==> src/rtl/uart_cmd_rx.sv <==
// uart_cmd_rx -- 8N1 UART receiver that turns WASD keypresses into one-cycle
// one-hot move pulses for the grid-cursor block.
//
// Ports:
//   clk        system clock, all state changes on the rising edge
//   rst_n      asynchronous active-low reset
//   rxd        raw serial line (idle high, LSB first, 8N1)
//   button     one-hot move pulse (d=0001, s=0010, w=0100, a=1000), 0 otherwise
//   rx_data    last correctly framed byte, held between frames
//   rx_valid   one-cycle pulse in the cycle rx_data is updated
//   frame_err  one-cycle pulse when a stop bit is sampled low
//
// Parameter:
//   CLKS_PER_BIT  clk cycles per serial bit (>= 4)
module uart_cmd_rx #(
    parameter int CLKS_PER_BIT = 1250
) (
    input  logic       clk,
    input  logic       rst_n,
    input  logic       rxd,
    output logic [3:0] button,
    output logic [7:0] rx_data,
    output logic       rx_valid,
    output logic       frame_err
);

    localparam int CW = $clog2(CLKS_PER_BIT);
    localparam logic [CW-1:0] CNT_MID  = CW'(CLKS_PER_BIT / 2 - 1);
    localparam logic [CW-1:0] CNT_LAST = CW'(CLKS_PER_BIT - 1);
    localparam logic [CW-1:0] CNT_ONE  = CW'(1);

    typedef enum logic [2:0] {
        IDLE,
        START,
        DATA,
        STOP,
        BREAK
    } state_t;

    state_t          state, state_n;
    logic [CW-1:0]   cnt, cnt_n;
    logic [2:0]      idx, idx_n;
    logic [7:0]      sh, sh_n;
    logic [7:0]      rx_data_n;
    logic            rx_valid_n, frame_err_n;
    logic [3:0]      button_n;
    logic            sync1, sync2;
    logic            rxs;

    // Two-flop synchronizer; resets to the idle (mark) level so reset never
    // looks like a start bit.
    always_ff @(posedge clk or negedge rst_n) begin
        if (!rst_n) begin
            sync1 <= 1'b1;
            sync2 <= 1'b1;
        end else begin
            sync1 <= rxd;
            sync2 <= sync1;
        end
    end

    assign rxs = sync2;

    function automatic logic [3:0] decode(input logic [7:0] b);
        case (b)
            8'h64, 8'h44: decode = 4'b0001;   // d / D
            8'h73, 8'h53: decode = 4'b0010;   // s / S
            8'h77, 8'h57: decode = 4'b0100;   // w / W
            8'h61, 8'h41: decode = 4'b1000;   // a / A
            default:      decode = 4'b0000;
        endcase
    endfunction

    always_ff @(posedge clk or negedge rst_n) begin
        if (!rst_n) begin
            state     <= IDLE;
            cnt       <= '0;
            idx       <= '0;
            sh        <= '0;
            rx_data   <= '0;
            rx_valid  <= 1'b0;
            frame_err <= 1'b0;
            button    <= '0;
        end else begin
            state     <= state_n;
            cnt       <= cnt_n;
            idx       <= idx_n;
            sh        <= sh_n;
            rx_data   <= rx_data_n;
            rx_valid  <= rx_valid_n;
            frame_err <= frame_err_n;
            button    <= button_n;
        end
    end

    always_comb begin
        state_n     = state;
        cnt_n       = cnt;
        idx_n       = idx;
        sh_n        = sh;
        rx_data_n   = rx_data;
        rx_valid_n  = 1'b0;
        frame_err_n = 1'b0;
        button_n    = 4'b0000;

        case (state)
            IDLE: begin
                if (!rxs) begin
                    state_n = START;
                    cnt_n   = '0;
                end
            end
            // Re-check the start bit half a bit later so short glitches are
            // dropped; from here on every sample lands mid-bit.
            START: begin
                if (cnt == CNT_MID) begin
                    cnt_n = '0;
                    idx_n = '0;
                    state_n = rxs ? IDLE : DATA;
                end else begin
                    cnt_n = cnt + CNT_ONE;
                end
            end
            DATA: begin
                if (cnt == CNT_LAST) begin
                    cnt_n      = '0;
                    sh_n[idx]  = rxs;
                    idx_n      = idx + 3'd1;
                    if (idx == 3'd7) state_n = STOP;
                end else begin
                    cnt_n = cnt + CNT_ONE;
                end
            end
            STOP: begin
                if (cnt == CNT_LAST) begin
                    cnt_n = '0;
                    if (rxs) begin
                        state_n    = IDLE;
                        rx_data_n  = sh;
                        rx_valid_n = 1'b1;
                        button_n   = decode(sh);
                    end else begin
                        state_n     = BREAK;
                        frame_err_n = 1'b1;
                    end
                end else begin
                    cnt_n = cnt + CNT_ONE;
                end
            end
            // A low stop bit usually means a break or a baud mismatch; wait
            // for the line to return to mark before hunting for a start bit.
            BREAK: begin
                if (rxs) state_n = IDLE;
            end
            default: begin
                state_n = IDLE;
                cnt_n   = '0;
            end
        endcase
    end

endmodule

==> config.mk <==
export PLATFORM = sky130hd
export DESIGN_NAME = uart_cmd_rx
export DESIGN_NICKNAME = d
export VERILOG_FILES = /design/src/rtl/uart_cmd_rx.sv
export SDC_FILE = /design/constraint.sdc
export NUM_CORES = 1
export LEC_CHECK = 0
export CAP_MARGIN = 10
export CORE_MARGIN = 1.5
export CORE_UTILIZATION = 40
export DETAILED_ROUTE_END_ITERATION = 8
export PLACE_DENSITY = 0.55
export SLEW_MARGIN = 20
export SYNTH_ARGS = -nofsm -noshare
export SYNTH_HDL_FRONTEND = slang
export SYNTH_SLANG_ARGS = --single-unit
==> constraint.sdc <==
create_clock -name clk -period 2.63 [get_ports clk]
set_input_delay 0.526 -clock clk [delete_from_list [all_inputs] [get_ports clk]]
set_output_delay 0.526 -clock clk [all_outputs]
set_load 0.1 [all_outputs]
==> out/metrics.sh <==
MAX_FREQ_MHz=485
RR_STARTPOINT='cnt[6]'
DRC_ERRORS=0
WORST_EP_ARRIVAL_TIME_NS=2.23
SYNTH_ASYNC_SR_FLOP_SHARE_PCT=100
DIODES=0
SYN_INST=196
DOMINANTREGCELLSYNTH='dfrtp_1'
PWR_DENSITY_CELL_mW_PER_MM2=448
TOTAL_OF_CELLS_RESIZED_AFTER_CLOCK_TREE_SYNTHESIS=0
KIND_OF_LAUNCH_POINT_OF_THE_WORST_SETUP_PATH='flop'
CTS_BUFFER_DEPTH=2
ROUTE.DETAILED.VIAS_PER_INST=5.52
GRT_START_MAX_NET_PINS=42
AREA_GROWTH_SYN_TO_LAYOUT_PCT=12.4
CTSHTREEMAXLEVEL=2
AVERAGE_INSTANCE_AREA_AFTER_SYNTHESIS_UM2=11.0
ROOT_BUFFER='clkbuf_8'
COUNT_OF_UNIQUE_LIBRARY_CELLS_INSTANTIATED_BY_YOSYS=52
PLEAK_nW=1.09
PATH_MAX_FANOUT=9
CORE_REGION_AREA_MM2=0.00517
TIMING.HOLD.WORST.CLASS='in -> async'
REGTOREGSETUPSLACK_NS=0.57
NUMPORTBUFFERS=16
SYNTH_TOP_CELLS_BY_COUNT='dfrtp_1, nand2_1, mux2_2'
LARGEST_CELLS_BY_AREA_AFTER_SYNTHESIS='dfrtp_1, mux2_2, nand2_1, ha_1, nor4_1'
POSTSYNTHREGISTERBITS=41
CRITPATHKIND='reg -> reg'
NUMBER_OF_MAXIMUM_CAPACITANCE_CONSTRAINT_VIOLATIONS=0
TOP_LEVEL_PORTS=17
CLOCK_LATENCY_LATE_SINK_NS=0.30
DRTITER0DRC=111
WORST_VOLTAGE_DROP_ACROSS_THE_VDD_GRID_uV=284
END_OF_THE_WORST_REGISTER_TO_REGISTER_PATH='cnt[4]'
WORST_CLOCK_SKEW_NS=0.00440
SWITCHING_SHARE_PCT=22.0
GRTUSAGETOTAL_PCT=15.8
VIAS=1569
FINALWORSTPATHREQUIREDPERIOD_NS=2.06
NUMCTSBUFFERS=5
DIE-HEIGHT_UM=76.5
SYN_NETS=204
GPL.FINAL_WEIGHTED_CONGESTION=0.853
COMB_POWER_SHARE_PCT=1.5
FP.DIEAREA_MM2=0.00586
INTERNAL-POWER_W=0.000848
PLACEMENTROWS=26
SYNTHMOSTINSTANTIATEDCELL='dfrtp_1'
FIRST_GLOBAL_VIAS=1446
MAX_SLEW.WORST_PIN.SLEW_NS=0.912
DETAILED_PLACE_HPWL_UM=2980
SLEW_HEADROOM_PCT=39.2
YOSYS.AREA.TOP_TYPE_SHARE_PCT=45.1
CTS_POST_SETUP_BUFFERS_INSERTED=0
ANTENNA_VIOLATING_NETS_POST_ROUTE=0
SYNTH_EDF_COUNT=0
ANTENNA_FOUND_INITIAL=0
FIRST_PASS_ITERS=4
TIMING.CRITICAL_PATH.TO='cnt[4]'
WORST_HOLD_CHECK_SLACK_NS=0.355
CLOCK_POWER_SHARE_PCT=40.0
GRT_FIRST_PASS_WIRELENGTH_UM=7360
LAYOUT_WORST_PATH_CYCLE_SHARE_PCT=78.4
OUTCOME='completed'
TRITONCTS_CLOCK_TREE='yes'
P_SW_W=0.000240
REPORT.FINAL.HOLD_VIOL_COUNT=0
FINAL-SETUP-VIOL-COUNT=0
FINAL-INSTANCE-COUNT-EXCL-FILL=284
YS_WARN_COUNT=0
LAUNCHING_INSTANCE_OR_PORT_OF_THE_CRITICAL_PATH='cnt[6]'
POST-SYNTH-TOP-AREA-CELL='dfrtp_1'
INITIAL_UTILIZATION_PCT=41.8
CRIT_PATH_END_KIND='flop'
CTS.CLK_SLEW.WORST_PATHS_NS=0.08
CTS.HOLD.BUFFERS_ADDED=0
DIEWIDTH_UM=76.5
ROUTED_WL_UM=4230
SYNTH.YOSYS.SEQ_AREA_SHARE_PCT=47.6
CP_DATA_REQUIRED_TIME_NS=2.80
LAYOUT-DRIVE-GT1-SHARE_PCT=26.2
TOTALNEGATIVESETUPSLACK_NS=0
SEQUENTIALPOWERSHARE_PCT=58.5
GR-TOTAL-OVERFLOW=0
SLEW_VIOL_FINAL=0
RSZ0062_AT_GRT='false'
DRT-WIRELENGTH-PER-CELL_UM=14.9
SYNTH.CELL_AREA_MM2=0.00216
CLOCK_SINK_COUNT=41
RR_WORST_DEPTH=4
FINALNETCOUNT=221
PLACED_CELLS=276
==> worst max-delay path: stages (launching register included) <==
cell	delay, ns
dfrtp_1	0.47
nor4bb_1	0.59
a41oi_2	0.40
nor2_4	0.33
o21ai_0	0.13
==> per-layer routing <==
| metal | vias to the layer above | wire [um] | GRT usage, % |
|---|---|---|---|
| met2 | 33 | 1880 | 22.6 |
| met4 | 0 | 56 | 5.00 |
| met5 | - | 0 | 0 |
| met3 | 6 | 161 | 4.07 |
| li1 | 763 | - | - |
| met1 | 767 | 2140 | 23.2 |
==> flip-flops by register name, indices dropped and copies added (netlist names) <==
register and flops:
rx_valid 1, rxs 1, frame_err 1, rx_data 8, state 3, sync1 1, idx 3, button 4
cnt 11, sh 8
==> per-stage QoR <==
step / instance area, um2 / util (%) / setup slack, ns / power (W)
2_1_floorplan: 2160 / - / 0.771 / 0.000650
3_3_place_gp: 2330 / 45.1 / 0.634 / 0.000666
3_5_place_dp: 2330 / 45.1 / 0.598 / 0.000667
4_1_cts: 2430 / 47.0 / 0.595 / 0.00111
5_1_grt: 2430 / 47.0 / 0.418 / 0.00113
6_report: 2430 / 47.0 / 0.569 / 0.00109
==> placed cells by master (no fill, tap or decap), types with 6 or more instances in the layout <==
cell type	count
nand2_1	26
clkbuf_8	6
nor4_1	10
o21ai_0	6
dfrtp_1	39
buf_4	14
inv_1	9
mux2_2	15
nor3_1	6
==> kinds of logic (layout without fill, tap and decap cells) <==
kind of cell               Yosys count  after routing  share of synthesized area, %
and+or+nand+nor                     86             86                          26.1
DFF                                 41             41                          47.6
AOI/OAI and AO/OA                   31             31                          11.0
muxes                               18             18                          9.26
buffers and inverters               15             33                          3.18
adders and majority gates            5              5                          2.89
==> area by class of cell <==
type	count	area, um2
inverters	9	33.8
clock inverters	2	13.8
multi-input cells	140	1060
repair buffers	16	120
clock buffers	6	82.6
fillers	471	2740
well taps	70	87.6
flip-flops and latches	41	1030
==> how the worst min path moves through the flow <==
stage / startpoint / endpoint / slack, ns / depth (start not counted)
2_1_floorplan: rst_n / button[0] / 0.23 / 0
3_3_place_gp: sync1 / rxs / 0.35 / 0
3_5_place_dp: sync1 / rxs / 0.35 / 0
4_1_cts: sync1 / rxs / 0.36 / 0
5_1_grt: sync1 / rxs / 0.37 / 0
6_report: rst_n / cnt[9] / 0.35 / 1
==> power by group through the flow <==
stage | combinational [W] | clock [W] | sequential (W)
after floorplan | 0.00000352 | 0 | 0.000647
after global placement | 0.0000172 | 0 | 0.000649
after detailed placement | 0.0000179 | 0 | 0.000649
after CTS | 0.0000178 | 0.000453 | 0.000636
after global routing | 0.0000195 | 0.000477 | 0.000637
final | 0.0000164 | 0.000435 | 0.000636
(Power assumes the default switching activity.)
